## config.mk

```make
export PLATFORM = sky130hd
export DESIGN_NAME = ping_sequencer_flat
export DESIGN_NICKNAME = d
export VERILOG_FILES = /design/src/rtl/ping_sequencer_pkg.sv /design/src/rtl/ping_sequencer_if.sv /design/src/rtl/ping_sequencer_cfg_shadow.sv /design/src/rtl/ping_sequencer.sv /design/src/flat_wrapper.sv
export SDC_FILE = /design/constraint.sdc
export NUM_CORES = 1
export LEC_CHECK = 0
export ABC_AREA = 1
export BUFFER_PORTS_ARGS = -buffer_cell sky130_fd_sc_hd__buf_4
export CORE_ASPECT_RATIO = 1.2
export CORE_UTILIZATION = 35
export DETAILED_ROUTE_END_ITERATION = 12
export GPL_TIMING_DRIVEN = 0
export PLACE_DENSITY = 0.61
export RECOVER_POWER = 50
export SLEW_MARGIN = 20
export SYNTH_ARGS = -nofsm -noshare
export SYNTH_HDL_FRONTEND = slang
export SYNTH_SLANG_ARGS = --single-unit
```

## constraint.sdc

```tcl
create_clock -name clk -period 5.2 [get_ports clk]
set_clock_uncertainty 0.15 [all_clocks]
set_input_delay 0.26 -clock clk [delete_from_list [all_inputs] [get_ports clk]]
set_output_delay 0.26 -clock clk [all_outputs]
set_load 0.01 [all_outputs]
```

## src/rtl/ping_sequencer_pkg.sv

```systemverilog
// ping_sequencer_pkg: shared widths, h-bridge command codes, FSM states and config record for the ping sequencer.
package ping_sequencer_pkg;
  localparam int CNT_W = 16;
  localparam int SETTLE_CYC = 48;
  typedef logic [CNT_W-1:0] cnt_t;
  typedef enum logic [1:0] {HB_OFF = 2'd0, HB_OSCL = 2'd1, HB_BRAKE = 2'd2} hb_t;
  typedef enum logic [2:0] {S_IDLE, S_SETTLE, S_BURST, S_BRAKE, S_BLANK, S_LISTEN, S_DONE, S_WAIT} ping_state_t;
  typedef struct packed {
    cnt_t burst;
    cnt_t brake;
    cnt_t blank;
    cnt_t listen;
    cnt_t period;
  } ping_cfg_t;
endpackage

```

## src/rtl/ping_sequencer_if.sv

```systemverilog
// ping_sequencer_if: control/config inputs and status outputs of one ping sequencer.
interface ping_sequencer_if;
  import ping_sequencer_pkg::*;
  logic start, abort, repeat_en;
  cnt_t burst_len, brake_len, blank_len, listen_len, period_len;
  hb_t hstate;
  logic txrx, rx_window, busy, ping_done, cfg_err;
  cnt_t ping_count;
  modport master (
    output start, abort, repeat_en, burst_len, brake_len, blank_len, listen_len, period_len,
    input hstate, txrx, rx_window, busy, ping_done, cfg_err, ping_count
  );
  modport slave (
    input start, abort, repeat_en, burst_len, brake_len, blank_len, listen_len, period_len,
    output hstate, txrx, rx_window, busy, ping_done, cfg_err, ping_count
  );
endinterface

```

## src/rtl/ping_sequencer_cfg_shadow.sv

```systemverilog
// ping_cfg_shadow: holds the length/period fields captured at each SETTLE entry.
module ping_cfg_shadow
  import ping_sequencer_pkg::*;
(
  input  logic      clk,
  input  logic      rst_n,
  input  logic      load_i,
  input  ping_cfg_t cfg_i,
  output ping_cfg_t cfg_o
);
  ping_cfg_t cfg_q;
  always_ff @(posedge clk or negedge rst_n)
    if (!rst_n) cfg_q <= '0;
    else if (load_i) cfg_q <= cfg_i;
  assign cfg_o = cfg_q;
endmodule

```

## src/rtl/ping_sequencer.sv

```systemverilog
// ping_sequencer: sequences T/R settle, H-bridge burst, brake, blanking and listen window for one DVL ping.
module ping_sequencer
  import ping_sequencer_pkg::*;
(
  input logic           clk,
  input logic           rst_n,
  ping_sequencer_if.slave bus
);
  ping_state_t state_q, state_d, post_burst, post_brake;
  cnt_t cnt_q, cnt_d, el_q, count_q, len;
  ping_cfg_t cfg_in, cfg;
  hb_t hstate_q;
  logic abrt_q, load, fin, txrx_q, rx_q, busy_q, done_q, err_q;
  assign cfg_in = '{burst: bus.burst_len, brake: bus.brake_len, blank: bus.blank_len,
                    listen: bus.listen_len, period: bus.period_len};
  ping_cfg_shadow u_shadow (.clk(clk), .rst_n(rst_n), .load_i(load), .cfg_i(cfg_in), .cfg_o(cfg));
  assign fin = cnt_q == '0;
  assign load = state_d == S_SETTLE && state_q != S_SETTLE;
  // zero-length BRAKE/BLANK/LISTEN are skipped by choosing the next non-empty state
  assign post_brake = cfg.blank != '0 ? S_BLANK : cfg.listen != '0 ? S_LISTEN : S_DONE;
  assign post_burst = cfg.brake != '0 ? S_BRAKE : post_brake;
  always_comb begin
    state_d = state_q;
    case (state_q)
      S_IDLE:   state_d = bus.start && !bus.abort && bus.burst_len != '0 ? S_SETTLE : S_IDLE;
      S_SETTLE: state_d = bus.abort ? S_IDLE : fin ? S_BURST : S_SETTLE;
      S_BURST:  state_d = bus.abort ? (cfg.brake != '0 ? S_BRAKE : S_IDLE) : fin ? post_burst : S_BURST;
      S_BRAKE:  state_d = bus.abort || (fin && abrt_q) ? S_IDLE : fin ? post_brake : S_BRAKE;
      S_BLANK:  state_d = bus.abort ? S_IDLE : fin ? (cfg.listen != '0 ? S_LISTEN : S_DONE) : S_BLANK;
      S_LISTEN: state_d = bus.abort ? S_IDLE : fin ? S_DONE : S_LISTEN;
      S_DONE:   state_d = bus.abort || !bus.repeat_en ? S_IDLE : S_WAIT;
      S_WAIT:   state_d = bus.abort || !bus.repeat_en ? S_IDLE : el_q >= cfg.period ? S_SETTLE : S_WAIT;
      default:  state_d = S_IDLE;
    endcase
  end
  always_comb begin
    len = state_d == S_SETTLE ? cnt_t'(SETTLE_CYC) :
          state_d == S_BURST  ? cfg.burst :
          state_d == S_BRAKE  ? cfg.brake :
          state_d == S_BLANK  ? cfg.blank :
          state_d == S_LISTEN ? cfg.listen : '0;
    cnt_d = state_d != state_q ? (len != '0 ? len - 1'b1 : '0) : fin ? '0 : cnt_q - 1'b1;
  end
  // outputs are registered from the next state so they align with state_q
  always_ff @(posedge clk or negedge rst_n)
    if (!rst_n) begin
      state_q  <= S_IDLE;
      cnt_q    <= '0;
      el_q     <= '0;
      abrt_q   <= 1'b0;
      hstate_q <= HB_OFF;
      txrx_q   <= 1'b0;
      rx_q     <= 1'b0;
      busy_q   <= 1'b0;
      done_q   <= 1'b0;
      err_q    <= 1'b0;
      count_q  <= '0;
    end else begin
      state_q  <= state_d;
      cnt_q    <= cnt_d;
      el_q     <= load ? cnt_t'(1) : el_q + cnt_t'(el_q != '1);
      abrt_q   <= state_d == S_BRAKE && (abrt_q || (state_q == S_BURST && bus.abort));
      hstate_q <= state_d == S_BURST ? HB_OSCL : state_d == S_BRAKE ? HB_BRAKE : HB_OFF;
      txrx_q   <= state_d inside {S_SETTLE, S_BURST, S_BRAKE};
      rx_q     <= state_d == S_LISTEN;
      busy_q   <= state_d != S_IDLE;
      done_q   <= state_d == S_DONE;
      err_q    <= state_q == S_IDLE && bus.start && !bus.abort && bus.burst_len == '0;
      count_q  <= count_q + cnt_t'(state_d == S_DONE);
    end
  assign bus.hstate     = hstate_q;
  assign bus.txrx       = txrx_q;
  assign bus.rx_window  = rx_q;
  assign bus.busy       = busy_q;
  assign bus.ping_done  = done_q;
  assign bus.cfg_err    = err_q;
  assign bus.ping_count = count_q;
endmodule

```

## src/flat_wrapper.sv

```systemverilog
// flat-port wrapper written by rule: the top's interface ports become plain ports
module ping_sequencer_flat import ping_sequencer_pkg::*;
  (clk, rst_n, bus_start, bus_abort, bus_repeat_en, bus_burst_len, bus_brake_len, bus_blank_len, bus_listen_len, bus_period_len, bus_hstate, bus_txrx, bus_rx_window, bus_busy, bus_ping_done, bus_cfg_err, bus_ping_count);
  ping_sequencer_if bus_i ();
  input logic clk;
  input logic rst_n;
  input wire logic [$bits(bus_i.start)-1:0] bus_start;
  input wire logic [$bits(bus_i.abort)-1:0] bus_abort;
  input wire logic [$bits(bus_i.repeat_en)-1:0] bus_repeat_en;
  input wire logic [$bits(bus_i.burst_len)-1:0] bus_burst_len;
  input wire logic [$bits(bus_i.brake_len)-1:0] bus_brake_len;
  input wire logic [$bits(bus_i.blank_len)-1:0] bus_blank_len;
  input wire logic [$bits(bus_i.listen_len)-1:0] bus_listen_len;
  input wire logic [$bits(bus_i.period_len)-1:0] bus_period_len;
  output wire logic [$bits(bus_i.hstate)-1:0] bus_hstate;
  output wire logic [$bits(bus_i.txrx)-1:0] bus_txrx;
  output wire logic [$bits(bus_i.rx_window)-1:0] bus_rx_window;
  output wire logic [$bits(bus_i.busy)-1:0] bus_busy;
  output wire logic [$bits(bus_i.ping_done)-1:0] bus_ping_done;
  output wire logic [$bits(bus_i.cfg_err)-1:0] bus_cfg_err;
  output wire logic [$bits(bus_i.ping_count)-1:0] bus_ping_count;
  assign bus_i.start = bus_start;
  assign bus_i.abort = bus_abort;
  assign bus_i.repeat_en = bus_repeat_en;
  assign bus_i.burst_len = bus_burst_len;
  assign bus_i.brake_len = bus_brake_len;
  assign bus_i.blank_len = bus_blank_len;
  assign bus_i.listen_len = bus_listen_len;
  assign bus_i.period_len = bus_period_len;
  assign bus_hstate = bus_i.hstate;
  assign bus_txrx = bus_i.txrx;
  assign bus_rx_window = bus_i.rx_window;
  assign bus_busy = bus_i.busy;
  assign bus_ping_done = bus_i.ping_done;
  assign bus_cfg_err = bus_i.cfg_err;
  assign bus_ping_count = bus_i.ping_count;
  ping_sequencer u_core (.clk(clk), .rst_n(rst_n), .bus(bus_i));
endmodule
```

==> run metrics <==
critical path's largest stage delay=about 420 ps; Final min period=a little over 4000 ps; first-pass GRT wire length=between 30 and 40 mm; num rows=60; worst slew pin tran=2695 ps; initial detailed-routing violation count=about 340; critical path cell sequence=ha_1, nand2_1, inv_1, o21bai_1, nand4_1, nor2_1, nand2_1, nand2_1, nor2_4, buf_2, nor3_1, ha_1, ha_1, nand3_1, nor2_1, nand3_1, nor2_1, nand3_1, nor2_1, nand3_1, xnor2_1; Post-synth EDFFs=0; unrepaired setup endpoints after global routing=false; Critical Path End Type=flip-flop; P_leak=~0.0054 uW; #FFs+latches synth=~140; CP delay by family, top=simple AND/OR/NAND/NOR gates; Num CTS Buffers=17; dpl cells=1315; CTS Sinks=roughly 140; most frequent cell after synthesis=nand2_1; post-synthesis cell count=around 930; GRT Total Usage=0.1969; Post-synth ARST share=1.000; CP Buf/Inv Count=2; failing checks=capacitance limit, slew limit; drt wl/cell=around 15 um; Area Overhead vs Synth=31.34%; Net Count, Synth=1037; Final WS setup=approximately 1100 ps; Crit Path Category=reg -> reg; syn avg cell area=between 8 and 9 um^2; Die Ht=167.5 um; Arrival @ worst endpoint=~4200 ps; count of final hold-check violations=0; fin. max-slew vios=51; peak supply drop=253.7 uV; biggest area consumer among synthesized cells=dfrtp_1; via count=6787; Starting Density=0.3570; CP startpoint kind=flip-flop; Post-DP HPWL=about 16 mm; Synth Flop Type=dfrtp_1; # H-tree levels=4; post-place setup slack=approximately 1100 ps; worst hold-check path type=in -> reg; achievable frequency=0.2467 GHz; Syn. warnings=0; ANT nets after route=0; antenna violations before repair=0; final setup violating endpoints=0; die width=about 140 um; Finished Layout Cells=approximately 1400; Placer Congestion=a little under 0.9; IO Count=108; setup TNS=0 ps; grt ovf=0; Yosys cell types=about 50; DR vias/cell=~4.8; clock-pin slew on the worst setup and hold paths=approximately 60 ps; post-synth top area share=0.4355; clock buffer depth=2; root buf cell=clkbuf_16; largest net degree at the start of global routing=91; DR pass1 iterations=5; Nets=1246; WP data required=5360 ps; Post-Syn Area=~0.0080 mm^2; die area=0.02343 mm^2; Crit-path slowest cell=dfrtp_1; outcome=finished with violations; sequential area share after synthesis=0.4355; Final period util=0.7795; layout cell share with drive strength beyond 1=0.2289; crit path max fanout=10; CTS tree=yes; PortBufs=107; vias in the first global route=slightly below 7000; post-route DRC violation count=0; maxcap violations=1; Core ar.=roughly 0.022 mm^2; power density over the cells=465.7 mW/mm^2; DRT Wirelength=approximately 21 mm; Clock Latency Late Sink=430 ps; top cells by area, synth=dfrtp_1, nand2_1, mux2_2; most frequent cells after synthesis=nand2_1, dfrtp_1, nor2_1, inv_1, mux2_2; max_slew headroom=-0.7964; ant diodes=0
routing by layer:
layer / wire length [um] / vias up / global-route usage
met3: 674 / 30 / 0.03432
met1: 9135 / 3197 / 0.2371
met4: 557 / 0 / 0.07692
li1: - / 3425 / -
met2: 11080 / 135 / 0.3476
met5: 0 / - / 0
cell families after synthesis:
group,synth area share
muxes,0.07613
xor gates and xnor gates,0.04496
buffers and inverters,0.06767
AOI/OAI and AO/OA,0.06078
and+or+nand+nor,0.2774
DFF,0.4355
adders and majority gates,0.03759
metrics by stage:
stage                       util  area, um^2  hold slack (ps)  power, uW
after CTS                 0.4722       10560            55.52       4945
after global routing      0.4690       10490            93.35       5259
after floorplan                -        7988           -185.6       3145
after detailed placement  0.4101        9175            49.49       3705
final                     0.4690       10490            74.99       4886
after global placement    0.4086        9140            306.7       3654
where the power goes:
group / internal, uW / total (uW) / switching (uW)
Combinational: 829 / 1920 / 1090
Clock: 686 / 1170 / 481
Sequential: 1490 / 1800 / 302
flip-flops by register name, summed over array words and instances (netlist names), 2 cells and up:
name                   count
u_core.u_shadow.cfg_o     80
u_core.state_q             3
u_core.el_q               16
u_core.bus.ping_count     16
u_core.bus.hstate          2
u_core.cnt_q              16
worst register-to-register path, delay by kind of cell, from the launching register on:
kind | cells | cell delay [ps]
flops | 1 | 420
compound gates | 1 | 110
simple gates | 14 | 2120
xor+xnor | 1 | 140
fa+ha+maj | 3 | 770
buf+inv | 2 | 230
path summary, 6_finish.rpt:
kind / slack (ps) / depth (start not counted) / startpoint / to
setup / recovery: 1150 / 21 / u_core.el_q[13] / u_core.bus.ping_count[14]
hold / removal: 70 / 3 / bus_abort / u_core.abrt_q
setup reg to reg: 1150 / 21 / u_core.el_q[13] / u_core.bus.ping_count[14]
hold reg to reg: 320 / 1 / u_core.bus.ping_count[15] / u_core.bus.ping_count[15]
max in group asynchronous: 1280 / 3 / rst_n / u_core.el_q[14]
min in group asynchronous: 1090 / 2 / rst_n / u_core.cnt_q[14]
cells in the final DEF (no fill, tap or decap), drive strengths merged, types with 2 or more instances in the layout:
cell         count
nand2          197
nor2           151
dfrtp          139
buf            116
inv            102
dlygate4sd3     82
nand3           62
mux2            54
clkbuf          37
a21oi           35
xor2            29
nand4           29
ha              24
o21ai           22
nor3            13
o21bai          13
xnor2           12
nor4             7
clkinvlp         5
or2              5
clkinv           3
and2             2
and3             2
a21boi           2
area by class of cell:
class | instances | area (um^2)
Tap cell | 279 | 349.1
Buffer | 25 | 160.2
Fill cell | 2205 | 11880
Clock buffer | 20 | 456.7
Clock inverter | 11 | 111.4
Sequential cell | 139 | 3478
Timing Repair Buffer | 190 | 1587
Multi-Input combinational cell | 664 | 3969
Inverter | 100 | 380.4
what timing repair did:
action,CTS,global route
endpoints found under the hold margin,130,0
resized for setup,0,0
setup buffers,0,0
hold buffers,82,0
(Power assumes the default switching activity.)
